## src/rtl/axis_write_ctrl_if.sv

```systemverilog
// Bundle of the request, write-data config, AXI AW/B and status signals
// shared by the write command sequencer and whatever sits around it.
interface axis_write_ctrl_if #(
   parameter int ADDR_WIDTH    = 32,
   parameter int CFG_DWIDTH    = 32,
   parameter int AXI_LEN_WIDTH = 4
);
   logic [ADDR_WIDTH-1:0]    cfg_address;
   logic [CFG_DWIDTH-1:0]    cfg_length;
   logic                     cfg_val;
   logic                     cfg_rdy;
   logic [CFG_DWIDTH-1:0]    data_length;
   logic                     data_val;
   logic                     data_rdy;
   logic [ADDR_WIDTH-1:0]    axi_awaddr;
   logic [AXI_LEN_WIDTH-1:0] axi_awlen;
   logic                     axi_awvalid;
   logic                     axi_awready;
   logic [1:0]               axi_bresp;
   logic                     axi_bvalid;
   logic                     axi_bready;
   logic                     done;
   logic                     error;

   // Every channel: a transfer happens on the rising edge where valid and ready are
   // both high; valid never waits on ready, and payload holds while valid waits.
   modport master (
      input  cfg_address, cfg_length, cfg_val, data_rdy, axi_awready, axi_bresp, axi_bvalid,
      output cfg_rdy, data_length, data_val, axi_awaddr, axi_awlen, axi_awvalid, axi_bready,
             done, error
   );

   modport slave (
      output cfg_address, cfg_length, cfg_val, data_rdy, axi_awready, axi_bresp, axi_bvalid,
      input  cfg_rdy, data_length, data_val, axi_awaddr, axi_awlen, axi_awvalid, axi_bready,
             done, error
   );
endinterface

```

## src/rtl/axis_write_ctrl.sv

```systemverilog
// Write command sequencer: accepts a transfer, forwards its length to the data unit,
// then issues 4 KB-safe AW bursts and counts B responses until the transfer is done.
module axis_write_ctrl #(
   parameter int ADDR_WIDTH      = 32,
   parameter int CFG_DWIDTH      = 32,
   parameter int AXI_LEN_WIDTH   = 4,
   parameter int AXI_DATA_WIDTH  = 64,
   parameter int CONVERT_SHIFT   = 1,
   parameter int MAX_OUTSTANDING = 8
) (
   input  logic                clk,
   input  logic                rst,
   axis_write_ctrl_if.master   bus,
   output logic [1:0]          state_o
);
   localparam int BYTES = AXI_DATA_WIDTH / 8;
   localparam int OFF   = $clog2(BYTES);
   localparam int OW    = $clog2(MAX_OUTSTANDING + 1);
   localparam logic [CFG_DWIDTH-1:0] MAX_BL  = CFG_DWIDTH'(2 ** AXI_LEN_WIDTH);
   localparam logic [OW-1:0]         MAX_OUT = OW'(MAX_OUTSTANDING);

   typedef enum logic [1:0] {IDLE, DCFG, ADDR, DRAIN} state_t;

   state_t                   state_q;
   logic [ADDR_WIDTH-1:0]    addr_q, addr_d;
   logic [CFG_DWIDTH-1:0]    rem_q, rem_d;
   logic [AXI_LEN_WIDTH:0]   bl_q, bl_d;
   logic [OW-1:0]            outst_q, outst_d;
   logic [CFG_DWIDTH-1:0]    dlen_q;
   logic [AXI_LEN_WIDTH-1:0] awlen_q;
   logic                     cfg_rdy_q, data_val_q, awvalid_q, bready_q, done_q, error_q;
   logic                     cfg_hs, d_hs, aw_hs, b_hs;
   logic [CFG_DWIDTH:0]      beats;

   // Burst length limited by words left, the AXI maximum and the next 4 KB page edge.
   function automatic logic [AXI_LEN_WIDTH:0] calc_bl(input logic [ADDR_WIDTH-1:0] a,
                                                       input logic [CFG_DWIDTH-1:0] r);
      logic [12:0]           to4k;
      logic [CFG_DWIDTH-1:0] lim;
      to4k = (13'd4096 - {1'b0, a[11:0]}) >> OFF;
      lim  = MAX_BL;
      if (CFG_DWIDTH'(to4k) < lim) lim = CFG_DWIDTH'(to4k);
      if (r < lim) lim = r;
      return lim[AXI_LEN_WIDTH:0];
   endfunction

   always_comb begin
      cfg_hs  = (state_q == IDLE) & cfg_rdy_q & bus.cfg_val;
      d_hs    = data_val_q & bus.data_rdy;
      aw_hs   = awvalid_q & bus.axi_awready;
      b_hs    = bready_q & bus.axi_bvalid;
      outst_d = outst_q;
      if (aw_hs && !b_hs)      outst_d = outst_q + 1'b1;
      else if (!aw_hs && b_hs) outst_d = outst_q - 1'b1;
      addr_d  = addr_q + (ADDR_WIDTH'(bl_q) << OFF);
      rem_d   = rem_q - CFG_DWIDTH'(bl_q);
      bl_d    = calc_bl(addr_d, rem_d);
      beats   = ({1'b0, bus.cfg_length} + (CFG_DWIDTH + 1)'(2 ** CONVERT_SHIFT - 1))
                >> CONVERT_SHIFT;
   end

   always_ff @(posedge clk or negedge rst) begin
      if (!rst) begin
         state_q    <= IDLE;
         addr_q     <= '0;
         rem_q      <= '0;
         bl_q       <= '0;
         outst_q    <= '0;
         dlen_q     <= '0;
         awlen_q    <= '0;
         cfg_rdy_q  <= 1'b0;
         data_val_q <= 1'b0;
         awvalid_q  <= 1'b0;
         bready_q   <= 1'b0;
         done_q     <= 1'b0;
         error_q    <= 1'b0;
      end else begin
         done_q  <= 1'b0;
         outst_q <= outst_d;
         if (b_hs && bus.axi_bresp != 2'b00) error_q <= 1'b1;
         case (state_q)
            IDLE: begin
               cfg_rdy_q <= 1'b1;
               if (cfg_hs) begin
                  addr_q  <= bus.cfg_address & ~ADDR_WIDTH'(BYTES - 1);
                  rem_q   <= beats[CFG_DWIDTH-1:0];
                  dlen_q  <= bus.cfg_length;
                  error_q <= 1'b0;
                  if (bus.cfg_length == '0) begin
                     done_q <= 1'b1;
                  end else begin
                     cfg_rdy_q  <= 1'b0;
                     data_val_q <= 1'b1;
                     state_q    <= DCFG;
                  end
               end
            end
            DCFG: begin
               if (d_hs) begin
                  data_val_q <= 1'b0;
                  bl_q       <= calc_bl(addr_q, rem_q);
                  awlen_q    <= AXI_LEN_WIDTH'(calc_bl(addr_q, rem_q) - 1'b1);
                  awvalid_q  <= (outst_q != MAX_OUT);
                  bready_q   <= 1'b1;
                  state_q    <= ADDR;
               end
            end
            ADDR: begin
               // Next burst is sized in the handshake cycle so AWs can go back to back.
               if (aw_hs) begin
                  addr_q  <= addr_d;
                  rem_q   <= rem_d;
                  bl_q    <= bl_d;
                  awlen_q <= AXI_LEN_WIDTH'(bl_d - 1'b1);
                  if (rem_d == '0) begin
                     awvalid_q <= 1'b0;
                     state_q   <= DRAIN;
                  end else begin
                     awvalid_q <= (outst_d != MAX_OUT);
                  end
               end else if (!awvalid_q) begin
                  awvalid_q <= (outst_d != MAX_OUT);
               end
            end
            DRAIN: begin
               if (outst_d == '0) begin
                  done_q   <= 1'b1;
                  bready_q <= 1'b0;
                  state_q  <= IDLE;
               end
            end
            default: state_q <= IDLE;
         endcase
      end
   end

   assign bus.cfg_rdy     = cfg_rdy_q;
   assign bus.data_length = dlen_q;
   assign bus.data_val    = data_val_q;
   assign bus.axi_awaddr  = addr_q;
   assign bus.axi_awlen   = awlen_q;
   assign bus.axi_awvalid = awvalid_q;
   assign bus.axi_bready  = bready_q;
   assign bus.done        = done_q;
   assign bus.error       = error_q;
   assign state_o         = state_q;
endmodule

```

## src/flat_wrapper.sv

```systemverilog
// flat-port wrapper written by rule: the top's interface ports become plain ports
module axis_write_ctrl_flat 
#(
   parameter int ADDR_WIDTH      = 32,
   parameter int CFG_DWIDTH      = 32,
   parameter int AXI_LEN_WIDTH   = 4,
   parameter int AXI_DATA_WIDTH  = 64,
   parameter int CONVERT_SHIFT   = 1,
   parameter int MAX_OUTSTANDING = 8
)
  (clk, rst, state_o, bus_cfg_address, bus_cfg_length, bus_cfg_val, bus_data_rdy, bus_axi_awready, bus_axi_bresp, bus_axi_bvalid, bus_cfg_rdy, bus_data_length, bus_data_val, bus_axi_awaddr, bus_axi_awlen, bus_axi_awvalid, bus_axi_bready, bus_done, bus_error);
  axis_write_ctrl_if #(.ADDR_WIDTH(ADDR_WIDTH), .CFG_DWIDTH(CFG_DWIDTH), .AXI_LEN_WIDTH(AXI_LEN_WIDTH)) bus_i ();
  input  logic clk;
  input  logic rst;
  output logic [1:0] state_o;
  input wire logic [$bits(bus_i.cfg_address)-1:0] bus_cfg_address;
  input wire logic [$bits(bus_i.cfg_length)-1:0] bus_cfg_length;
  input wire logic [$bits(bus_i.cfg_val)-1:0] bus_cfg_val;
  input wire logic [$bits(bus_i.data_rdy)-1:0] bus_data_rdy;
  input wire logic [$bits(bus_i.axi_awready)-1:0] bus_axi_awready;
  input wire logic [$bits(bus_i.axi_bresp)-1:0] bus_axi_bresp;
  input wire logic [$bits(bus_i.axi_bvalid)-1:0] bus_axi_bvalid;
  output wire logic [$bits(bus_i.cfg_rdy)-1:0] bus_cfg_rdy;
  output wire logic [$bits(bus_i.data_length)-1:0] bus_data_length;
  output wire logic [$bits(bus_i.data_val)-1:0] bus_data_val;
  output wire logic [$bits(bus_i.axi_awaddr)-1:0] bus_axi_awaddr;
  output wire logic [$bits(bus_i.axi_awlen)-1:0] bus_axi_awlen;
  output wire logic [$bits(bus_i.axi_awvalid)-1:0] bus_axi_awvalid;
  output wire logic [$bits(bus_i.axi_bready)-1:0] bus_axi_bready;
  output wire logic [$bits(bus_i.done)-1:0] bus_done;
  output wire logic [$bits(bus_i.error)-1:0] bus_error;
  assign bus_i.cfg_address = bus_cfg_address;
  assign bus_i.cfg_length = bus_cfg_length;
  assign bus_i.cfg_val = bus_cfg_val;
  assign bus_i.data_rdy = bus_data_rdy;
  assign bus_i.axi_awready = bus_axi_awready;
  assign bus_i.axi_bresp = bus_axi_bresp;
  assign bus_i.axi_bvalid = bus_axi_bvalid;
  assign bus_cfg_rdy = bus_i.cfg_rdy;
  assign bus_data_length = bus_i.data_length;
  assign bus_data_val = bus_i.data_val;
  assign bus_axi_awaddr = bus_i.axi_awaddr;
  assign bus_axi_awlen = bus_i.axi_awlen;
  assign bus_axi_awvalid = bus_i.axi_awvalid;
  assign bus_axi_bready = bus_i.axi_bready;
  assign bus_done = bus_i.done;
  assign bus_error = bus_i.error;
  axis_write_ctrl #(.ADDR_WIDTH(ADDR_WIDTH), .CFG_DWIDTH(CFG_DWIDTH), .AXI_LEN_WIDTH(AXI_LEN_WIDTH), .AXI_DATA_WIDTH(AXI_DATA_WIDTH), .CONVERT_SHIFT(CONVERT_SHIFT), .MAX_OUTSTANDING(MAX_OUTSTANDING)) u_core (.clk(clk), .rst(rst), .bus(bus_i), .state_o(state_o));
endmodule
```

## config.mk

```make
export PLATFORM = sky130hd
export DESIGN_NAME = axis_write_ctrl_flat
export DESIGN_NICKNAME = d
export VERILOG_FILES = /design/src/rtl/axis_write_ctrl_if.sv /design/src/rtl/axis_write_ctrl.sv /design/src/flat_wrapper.sv
export SDC_FILE = /design/constraint.sdc
export NUM_CORES = 1
export LEC_CHECK = 0
export CORE_ASPECT_RATIO = 1.5
export CORE_UTILIZATION = 39
export DETAILED_ROUTE_END_ITERATION = 8
export MAX_ROUTING_LAYER = met4
export SLEW_MARGIN = 15
export SYNTH_ARGS = -nofsm -noshare
export SYNTH_HDL_FRONTEND = slang
export SYNTH_SLANG_ARGS = --single-unit
```

## constraint.sdc

```tcl
create_clock -name clk -period 5.8 [get_ports clk]
set_clock_uncertainty 0.15 [all_clocks]
set_input_delay 1.45 -clock clk [delete_from_list [all_inputs] [get_ports clk]]
set_output_delay 1.45 -clock clk [all_outputs]
set_load 0.02 [all_outputs]
```

==> results of run 1 <==
[cell families (layout without fill, tap and decap cells)]
group | count (synthesis) | in the layout | synth area share [%]
AOI/OAI and AO/OA | 283 | 283 | 21.59
xor gates and xnor gates | 45 | 45 | 4.759
adders and majority gates | 45 | 45 | 6.980
buffers and inverters | 92 | 230 | 4.396
DFF | 114 | 114 | 34.45
muxes | 46 | 46 | 6.043
other | 2 | 13 | 0.09068
and+or+nand+nor | 356 | 356 | 21.70
[where the power goes]
part | switching (mW) | internal (mW)
registers | 0.460 | 1.19
logic | 2.11 | 1.60
clock network | 0.422 | 0.648
total | 2.99 | 3.44
[synthesized netlist by cell type, drive strengths merged (13+ instances only)]
library cell	count
and3	17
nand4	17
nor3	25
xnor2	32
dfrtp	114
ha	43
mux2	32
nor2	79
inv	44
o22ai	29
nand2	93
nand3	48
mux2i	14
xor2	13
a21oi	83
o21ai	70
clkbuf	36
nor4	17
[registers in the layout, indices dropped and copies added (netlist names)]
| signal | cells |
|---|---|
| u_core.rem_q | 32 |
| u_core.bus.axi_awlen | 4 |
| u_core.bus.axi_bready | 1 |
| u_core.bus.data_val | 1 |
| u_core.bus.axi_awvalid | 1 |
| u_core.bus.axi_awaddr | 29 |
| u_core.bus.done | 1 |
| u_core.bus.data_length | 32 |
| u_core.state_o | 2 |
| u_core.bus.error | 1 |
| u_core.bus.cfg_rdy | 1 |
| u_core.outst_q | 4 |
| u_core.bl_q | 5 |
[how the worst max path moves through the flow]
stage | depth (start not counted) | from | endpoint
after floorplan | 20 | u_core.bus.axi_awaddr[3]$_DFFE_PN0P_ | u_core.bus.axi_awlen[2]$_DFFE_PN0P_
after global placement | 20 | u_core.bl_q[0]$_DFFE_PN0P_ | u_core.bus.axi_awlen[2]$_DFFE_PN0P_
after detailed placement | 20 | u_core.bl_q[0]$_DFFE_PN0P_ | u_core.bus.axi_awlen[2]$_DFFE_PN0P_
after CTS | 20 | u_core.bl_q[0]$_DFFE_PN0P_ | u_core.bus.axi_awlen[2]$_DFFE_PN0P_
after global routing | 20 | u_core.bl_q[0]$_DFFE_PN0P_ | u_core.bus.axi_awlen[2]$_DFFE_PN0P_
final | 20 | u_core.bl_q[0]$_DFFE_PN0P_ | u_core.bus.axi_awlen[2]$_DFFE_PN0P_
[per-stage QoR]
step	util (%)	hold WS, ns
final	51.37	0.3260
after global routing	51.37	0.3576
after CTS	51.37	0.3330
after detailed placement	48.49	0.3192
after global placement	48.49	0.3118
after floorplan	-	0.3253
[layer usage]
layer | track usage [%] | vias to the layer above | share of wire [%]
met2 | 43.25 | 152 | 54
met5 | - | - | 0
met1 | 27.44 | 3718 | 40
met3 | 2.722 | 46 | 2.4
li1 | - | 3881 | -
met4 | 9.728 | 0 | 3.1
[critical path, cell delays in order (launching register included)]
cell	delay, ns
dfrtp_1	0.43
ha_1	0.24
fa_1	0.42
a211o_1	0.32
a31oi_1	0.34
o32ai_1	0.15
nor3_1	0.32
nor2b_1	0.30
nand2_1	0.14
ha_1	0.31
a21o_1	0.20
a211oi_1	0.23
o211ai_1	0.16
nor3b_1	0.28
o21ai_1	0.11
or2_1	0.31
a311oi_1	0.36
inv_1	0.10
ha_1	0.21
xnor2_1	0.15
o21ai_1	0.07
[final cells by class]
cell class	count	share of cell area, %
flip-flops and latches	114	26.99
clock buffers	18	4.154
inverters	44	1.562
repair buffers	154	14.25
clock inverters	14	1.444
well taps	264	3.125
multi-input cells	788	48.48
==> results.toml, run 1 <==
[route]
vias_per_cell = 5.585
drc = 0
via_count = 7797
dr.pass1.iters = 5
wl_um = 24890
ant_nets = 0
drt_iter0_drc = 352
wl_per_cell_um = 17.83

[clock_tree]
h-tree-depth = 4
cts_hold_buf = 0
cts_tree = "yes"
cts-root-buf = "clkbuf_16"
cts_sinks = 114
numCtsBuffers = 17
clk_latency_ns = 0.43
clock_path_buffers = 2
post_cts_buffers = 0
clkTransAtPathRegs_ns = 0.06
cts_resized = 0

[worst_setup_path]
cp.required_ns = 5.95
worstSetupEndpointType = "flop"
cp_data_arrival_time_ns = 5.57
regToRegEndpoint = "u_core.bus.axi_awlen[2]$_DFFE_PN0P_"
r2r_slack_ns = 0.38
crit_path_start_kind = "flop"
reg2reg_from = "u_core.bl_q[0]$_DFFE_PN0P_"
criticalPathCategory = "reg2reg"
worstPathMaxFanout = 4
worstRegToRegCells = 20

[min_path]
min_to = "u_core.bus.data_length[0]$_DFFE_PN0P_"
hold_depth = 2
hold_class = "reg2reg"
worstHoldStart = "u_core.bus.data_length[0]$_DFFE_PN0P_"

[power]
p_leak_nw = 4.271
power.total_mw = 6.434
peakVddDrop_mv = 0.2265
powerDensity_nw_per_um2 = 608.7

[cells_and_area]
fin_area_um2 = 10570
nets = 1236
regArea_um2 = 2853
diodes = 0
syn2layout_area_growth_pct = 27.65
final_cells = 1396
final.fill_count = 1979
multi_input_area_um2 = 5125
drive_above_1_share_pct = 8.216
final_common_cell = "clkdlybuf4s50_1"
final_cell_mix = "140 x clkdlybuf4s50_1, 114 x dfrtp_1, 93 x nand2_1"

[placed_design]
place_area_um2 = 9980
dp_cells = 1364
portBuffers = 141
gp_congestion = 0.9321
hpwl_um = 18340
post-place-ws_ns = 0.4236

[floorplanning]
dieArea_um2 = 21830
start_util_pct = 40.24
chipWidth_um = 121.0
num_rows = 64
ios = 148
core_area_um2 = 20580
die_h_um = 180.5

[logic_synthesis]
synth_edf_count = 0
async_flop_share_pct = 100.0
syn_inst = 983
seq_area_frac_synth_pct = 34.45
yosysWarnings = 0
synth_top_area_cell = "dfrtp_1"
syn_area_um2 = 8282
synth-seq-cells = 114
synth_area_leaders = "dfrtp_1 34%, ha_1 6.5%, a21oi_1 5.0%"
avgSynthCellArea_um2 = 8.425
synth_top_area_share_pct = 34.45
synth_ff_type = "dfrtp_1"
synth_cell_types = 77

[sta]
slew_headroom_pct = 31.62
fin_crit_ns = 5.418
timing_worst_slew_pin_value_ns = 1.026
setup_tns_ns = 0
max_freq_mhz = 184.6
post-route-worst-setup-slack_ns = 0.3818
hold_violations = 0
drv_slew = 0
rsz0062_at_grt = "false"
setup_violations = 0
period_share_pct = 93.42

[run]
max_cap_viol_count = 0

[global_routing]
grt_pass1_wl_um = 40440
antenna_found_initial = 0
grtUsageTotal_pct = 24.36
grt_max_degree = 88
grt-ovfl-total = 0
grt_pass1_vias = 7640

[run_status]
status = "complete, no violations"
Note: power is estimated with default switching activity, not from simulation.
==> run 2, diff against run 1 <==
Settings changed: CTS_BUF_LIST set to sky130_fd_sc_hd__clkbuf_8.
==> run 2 against run 1 <==
Effect of this change:
- via count up 0.32%
- sequential share of layout area rose by 0.50 points
- non-clock buffer count stayed put
- combinational power about the same
- cell count stayed put
- critical path depth did not move
- sequential power about the same
- power shrank 4.5%
- clock power decreased by 27%
==> results.toml, run 2 (synthesis results as in run 1) <==
[route]
wl_um = 24850
wl_per_cell_um = 17.80
drc = 0
vias_per_cell = 5.603
dr.pass1.iters = 5
via_count = 7822
drt_iter0_drc = 377
ant_nets = 0

[cells_and_area]
syn2layout_area_growth_pct = 25.34
diodes = 0
final_common_cell = "clkdlybuf4s50_1"
final_cells = 1396
nets = 1236
finish.utilization_pct = 50.44
final_cell_mix = "140 x clkdlybuf4s50_1, 114 x dfrtp_1, 93 x nand2_1"
drive_above_1_share_pct = 8.216
final.fill_count = 2000

[placed_design]
dp_cells = 1364
portBuffers = 141
post-place-ws_ns = 0.4236
gp_congestion = 0.9321
hpwl_um = 18340

[clock_tree]
cts_resized = 0
clk_latency_ns = 0.44
cts_tree = "yes"
numCtsBuffers = 17
cts-root-buf = "clkbuf_8"
clock_path_buffers = 2
h-tree-depth = 4
clkTransAtPathRegs_ns = 0.08
cts_sinks = 114
cts_hold_buf = 0
post_cts_buffers = 0

[power]
sequentialPowerShare_pct = 26.9
p_leak_nw = 4.184
p_sw_mw = 2.953
combPwrFrac_pct = 60.4
powerDensity_nw_per_um2 = 591.8
p_int_mw = 3.190
peakVddDrop_mv = 0.2230
switching_share_pct = 48.07
clock_power_share_pct = 12.7
power.total_mw = 6.142

[global_routing]
antenna_found_initial = 0
grt_max_degree = 88
grtUsageTotal_pct = 24.22
grt_pass1_wl_um = 40270
grt-ovfl-total = 0
grt_pass1_vias = 7603

[sta]
fin_crit_ns = 5.402
timing_worst_slew_pin_value_ns = 1.041
period_share_pct = 93.14
setup_tns_ns = 0
rsz0062_at_grt = "false"
post-route-worst-setup-slack_ns = 0.3977
hold_violations = 0
setup_violations = 0
slew_headroom_pct = 30.58
max_freq_mhz = 185.1
drv_slew = 0

[worst_setup_path]
crit_start = "u_core.bl_q[0]$_DFFE_PN0P_"
cp_data_arrival_time_ns = 5.57
criticalPathCategory = "reg2reg"
worstRegToRegCells = 20
cp-endpoint = "u_core.bus.axi_awlen[2]$_DFFE_PN0P_"
reg2reg_from = "u_core.bl_q[0]$_DFFE_PN0P_"
cp.required_ns = 5.97
worstSetupEndpointType = "flop"
worstPathMaxFanout = 4
r2r_slack_ns = 0.40
regToRegEndpoint = "u_core.bus.axi_awlen[2]$_DFFE_PN0P_"
crit_path_start_kind = "flop"

[min_path]
hold_class = "reg2reg"

[floorplanning]
core_area_um2 = 20580
chipWidth_um = 121.0
num_rows = 64
dieArea_um2 = 21830
ios = 148
die_h_um = 180.5
start_util_pct = 40.24

[run]
max_cap_viol_count = 0

[run_status]
status = "complete, no violations"
## run 2: changes by cell type in the layout (fill, tap and decap cells not counted)
| cell | before | now |
|---|---|---|
| clkbuf_16 | 17 | 0 |
| clkbuf_8 | 1 | 18 |
## run 2: worst max-delay path: stages, from the launching register on
cell,delay [ns]
dfrtp_1,0.44
ha_1,0.23
fa_1,0.42
a211o_1,0.32
a31oi_1,0.34
o32ai_1,0.15
nor3_1,0.32
nor2b_1,0.30
nand2_1,0.14
ha_1,0.31
a21o_1,0.20
a211oi_1,0.23
o211ai_1,0.16
nor3b_1,0.28
o21ai_1,0.11
or2_1,0.30
a311oi_1,0.35
inv_1,0.10
ha_1,0.21
xnor2_1,0.15
o21ai_1,0.07
## run 2: routing by layer
layer	track usage, %	up-vias	share of wire, %
met5	-	-	0
met4	8.494	0	2.5
met3	2.785	36	2.1
met2	43.29	136	55
met1	27.45	3766	41
li1	-	3884	-
## run 2: how the worst min path moves through the flow
stage	from	endpoint	cells past startpoint
6_report	u_core.bus.data_length[0]$_DFFE_PN0P_	u_core.bus.data_length[0]$_DFFE_PN0P_	2
3_3_place_gp	u_core.bus.data_length[5]$_DFFE_PN0P_	u_core.bus.data_length[5]$_DFFE_PN0P_	2
4_1_cts	u_core.bus.data_length[0]$_DFFE_PN0P_	u_core.bus.data_length[0]$_DFFE_PN0P_	2
5_1_grt	u_core.bus.data_length[31]$_DFFE_PN0P_	u_core.bus.data_length[31]$_DFFE_PN0P_	2
3_5_place_dp	u_core.bus.data_length[0]$_DFFE_PN0P_	u_core.bus.data_length[0]$_DFFE_PN0P_	2
2_1_floorplan	u_core.bl_q[3]$_DFFE_PN0P_	u_core.bl_q[3]$_DFFE_PN0P_	2
## run 2: layout make-up
class / count / area [µm²] / area share, %
multi-input combinational: 788 / 5125 / 49.37
sequential: 114 / 2853 / 27.48
timing repair buffer: 154 / 1506 / 14.51
tap: 264 / 330.3 / 3.182
clock buffer: 18 / 247.7 / 2.387
inverter: 44 / 165.2 / 1.591
clock inverter: 14 / 152.6 / 1.471
## run 2: power by group through the flow
| stage | registers (mW) | logic, mW | clock network (mW) |
|---|---|---|---|
| after floorplan | 1.83 | 2.22 | 0 |
| after global placement | 1.66 | 3.67 | 0 |
| after detailed placement | 1.66 | 3.72 | 0 |
| after CTS | 1.65 | 3.74 | 0.800 |
| after global routing | 1.72 | 4.10 | 0.837 |
| final | 1.66 | 3.71 | 0.779 |
## run 2: metrics by stage
step                hold WS (ns)  area (µm²)
detailed placement        0.3192        9980
global route              0.3625       10380
global placement          0.3118        9980
finish                    0.3304       10380
floorplan                 0.3253        8323
CTS                       0.3383       10380
==> run 3, diff against run 2 <==
Clock period 5.8 ns to 4.35 ns, I/O delays scaled along.
==> run 3 against run 2 <==
Effect of this change:
- the run now ends with setup timing left
- setup slack got worse by 0.79 ns
- sequential power increased by 29%
- global-route usage increased by 1.3 points
- count of clock-buffer cells in the layout increased by 3
- sequential share of layout area decreased by 2.4 points
- first-iteration DRC count increased by 13%
- critical path type unchanged
==> results.toml, run 3 (synthesis results as in run 1) <==
[min_path]
hold_class = "reg2reg"
hold_depth = 2
worstHoldStart = "u_core.bus.axi_awlen[2]$_DFFE_PN0P_"
min_to = "u_core.bus.axi_awlen[2]$_DFFE_PN0P_"

[clock_tree]
cts_tree = "yes"
h-tree-depth = 4
cts_sinks = 114
clk_latency_ns = 0.46
numCtsBuffers = 17
clock_path_buffers = 2
cts-root-buf = "clkbuf_8"
clkTransAtPathRegs_ns = 0.07

[sta]
hold_violations = 0
drv_slew = 0
fin_crit_ns = 4.738
post-route-worst-setup-slack_ns = -0.3881
slew_headroom_pct = 42.46
setup_tns_ns = -2.327
setup_violations = 9
max_freq_mhz = 211.1
rsz0062_at_grt = "true"
holdWs_ns = 0.3381
period_share_pct = 108.9
timing_worst_slew_pin_value_ns = 0.8565

[worst_setup_path]
cp.required_ns = 4.58
reg2reg_from = "u_core.bus.axi_awaddr[3]$_DFFE_PN0P_"
criticalPathCategory = "reg2reg"
worstPathMaxFanout = 6
worstSetupEndpointType = "flop"
cp_data_arrival_time_ns = 4.97
crit_path_start_kind = "flop"
worstRegToRegCells = 21
r2r_slack_ns = -0.39
regToRegEndpoint = "u_core.bus.axi_awlen[3]$_DFFE_PN0P_"

[global_routing]
grt_max_degree = 68
grt-ovfl-total = 0
antenna_found_initial = 0
grt_pass1_wl_um = 42220
grtUsageTotal_pct = 25.49
grt_pass1_vias = 8246

[route]
via_count = 8293
wl_um = 25980
ant_nets = 0
dr.pass1.iters = 5
vias_per_cell = 5.562
drc = 0
wl_per_cell_um = 17.42
drt_iter0_drc = 426

[run]
max_cap_viol_count = 0

[cells_and_area]
diodes = 0
nets = 1331
regArea_um2 = 2855
final_cells = 1491
final_cell_mix = "140 x clkdlybuf4s50_1, 112 x dfrtp_1, 107 x buf_4"
multi_input_area_um2 = 5306
final.fill_count = 1934
final_common_cell = "clkdlybuf4s50_1"
drive_above_1_share_pct = 17.60
syn2layout_area_growth_pct = 37.33

[placed_design]
gp_congestion = 0.8839
post-place-ws_ns = -0.5704
hpwl_um = 19520
dp_cells = 1454
portBuffers = 141

[power]
sequentialPowerShare_pct = 23.0
powerDensity_nw_per_um2 = 819.0
switching_share_pct = 44.95
clock_power_share_pct = 12.9
peakVddDrop_mv = 0.4093
combPwrFrac_pct = 64.2
p_int_mw = 5.128
p_sw_mw = 4.187
p_leak_nw = 4.725

[floorplanning]
num_rows = 64
ios = 148
start_util_pct = 40.24
dieArea_um2 = 21830
chipWidth_um = 121.0
die_h_um = 180.5
core_area_um2 = 20580

[run_status]
violations = "setup timing"
status = "complete, but fails checks"
run 3: cell count changes in the layout (fill, tap and decap cells not counted), sizes merged:
cell / previous run / this run
buf: 14 / 109
inv: 49 / 46
clkbuf: 18 / 21
clkinvlp: 4 / 2
bufinv: 2 / 5
clkinv: 3 / 2
run 3: layout make-up:
class	count	share of cell area [%]
Inverter	44	1.452
Clock buffer	21	2.541
Sequential cell	114	25.10
Tap cell	264	2.904
Clock inverter	11	1.606
Multi-Input combinational cell	788	46.66
Timing Repair Buffer	249	19.74
run 3: worst max-delay path by stage:
| stage | startpoint | endpoint | slack (ns) |
|---|---|---|---|
| global placement | u_core.bus.axi_awaddr[3]$_DFFE_PN0P_ | u_core.bus.axi_awlen[2]$_DFFE_PN0P_ | -0.51 |
| CTS | u_core.bus.axi_awaddr[3]$_DFFE_PN0P_ | u_core.bus.axi_awlen[2]$_DFFE_PN0P_ | -0.32 |
| floorplan | u_core.bus.axi_awaddr[3]$_DFFE_PN0P_ | u_core.bus.axi_awlen[2]$_DFFE_PN0P_ | -0.13 |
| global route | u_core.bus.axi_awaddr[3]$_DFFE_PN0P_ | u_core.bus.axi_awlen[2]$_DFFE_PN0P_ | -0.58 |
| finish | u_core.bus.axi_awaddr[3]$_DFFE_PN0P_ | u_core.bus.axi_awlen[3]$_DFFE_PN0P_ | -0.39 |
| detailed placement | u_core.bus.axi_awaddr[3]$_DFFE_PN0P_ | u_core.bus.axi_awlen[2]$_DFFE_PN0P_ | -0.57 |
run 3: per-layer routing:
| layer | global-route usage, % | vias up | share of wire [%] |
|---|---|---|---|
| li1 | - | 4073 | - |
| met4 | 13.93 | 0 | 5.0 |
| met3 | 4.177 | 71 | 2.5 |
| met5 | - | - | 0 |
| met1 | 27.96 | 3988 | 40 |
| met2 | 43.43 | 161 | 52 |
run 3: power groups by stage:
stage                     sequential, mW  combinational [mW]  clock (mW)
after global placement              2.13                5.79           0
after detailed placement            2.15                5.84           0
after global routing                2.23                6.53        1.27
after floorplan                     2.44                3.07           0
after CTS                           2.13                5.96        1.23
final                               2.14                5.98        1.20
run 3: critical path: stages, from the launching register on:
cell and delay (ns):
dfrtp_2 0.42, ha_4 0.18, fa_2 0.34, a211o_1 0.32, a31oi_4 0.21, o32ai_2 0.11
nor3_2 0.17, buf_4 0.15, nor2b_4 0.22, nand2_1 0.11, ha_1 0.30, and3_1 0.16
a211oi_2 0.21, o221ai_1 0.15, nand3_1 0.13, a21o_1 0.13, o21ai_2 0.09, buf_4 0.17
or3b_1 0.37, a31o_1 0.22, and2_1 0.16, a211oi_2 0.18
run 3: metrics by stage:
stage / area, µm² / power, mW / utilization, %
after floorplan: 8431 / 5.518 / -
after global placement: 10780 / 7.924 / 52.37
after detailed placement: 10780 / 7.995 / 52.37
after CTS: 11330 / 9.318 / 55.05
after global routing: 11370 / 10.03 / 55.27
final: 11370 / 9.315 / 55.27
run 3: repair_timing:
| item | in CTS | in global routing |
|---|---|---|
| setup buffers | 3 | 2 |
| endpoints found under the setup margin | 9 | 9 |
| resized for setup | 11 | 4 |
| hold buffers | 0 | 0 |
| cloned | 0 | 0 |
| pin swaps | 1 | 1 |
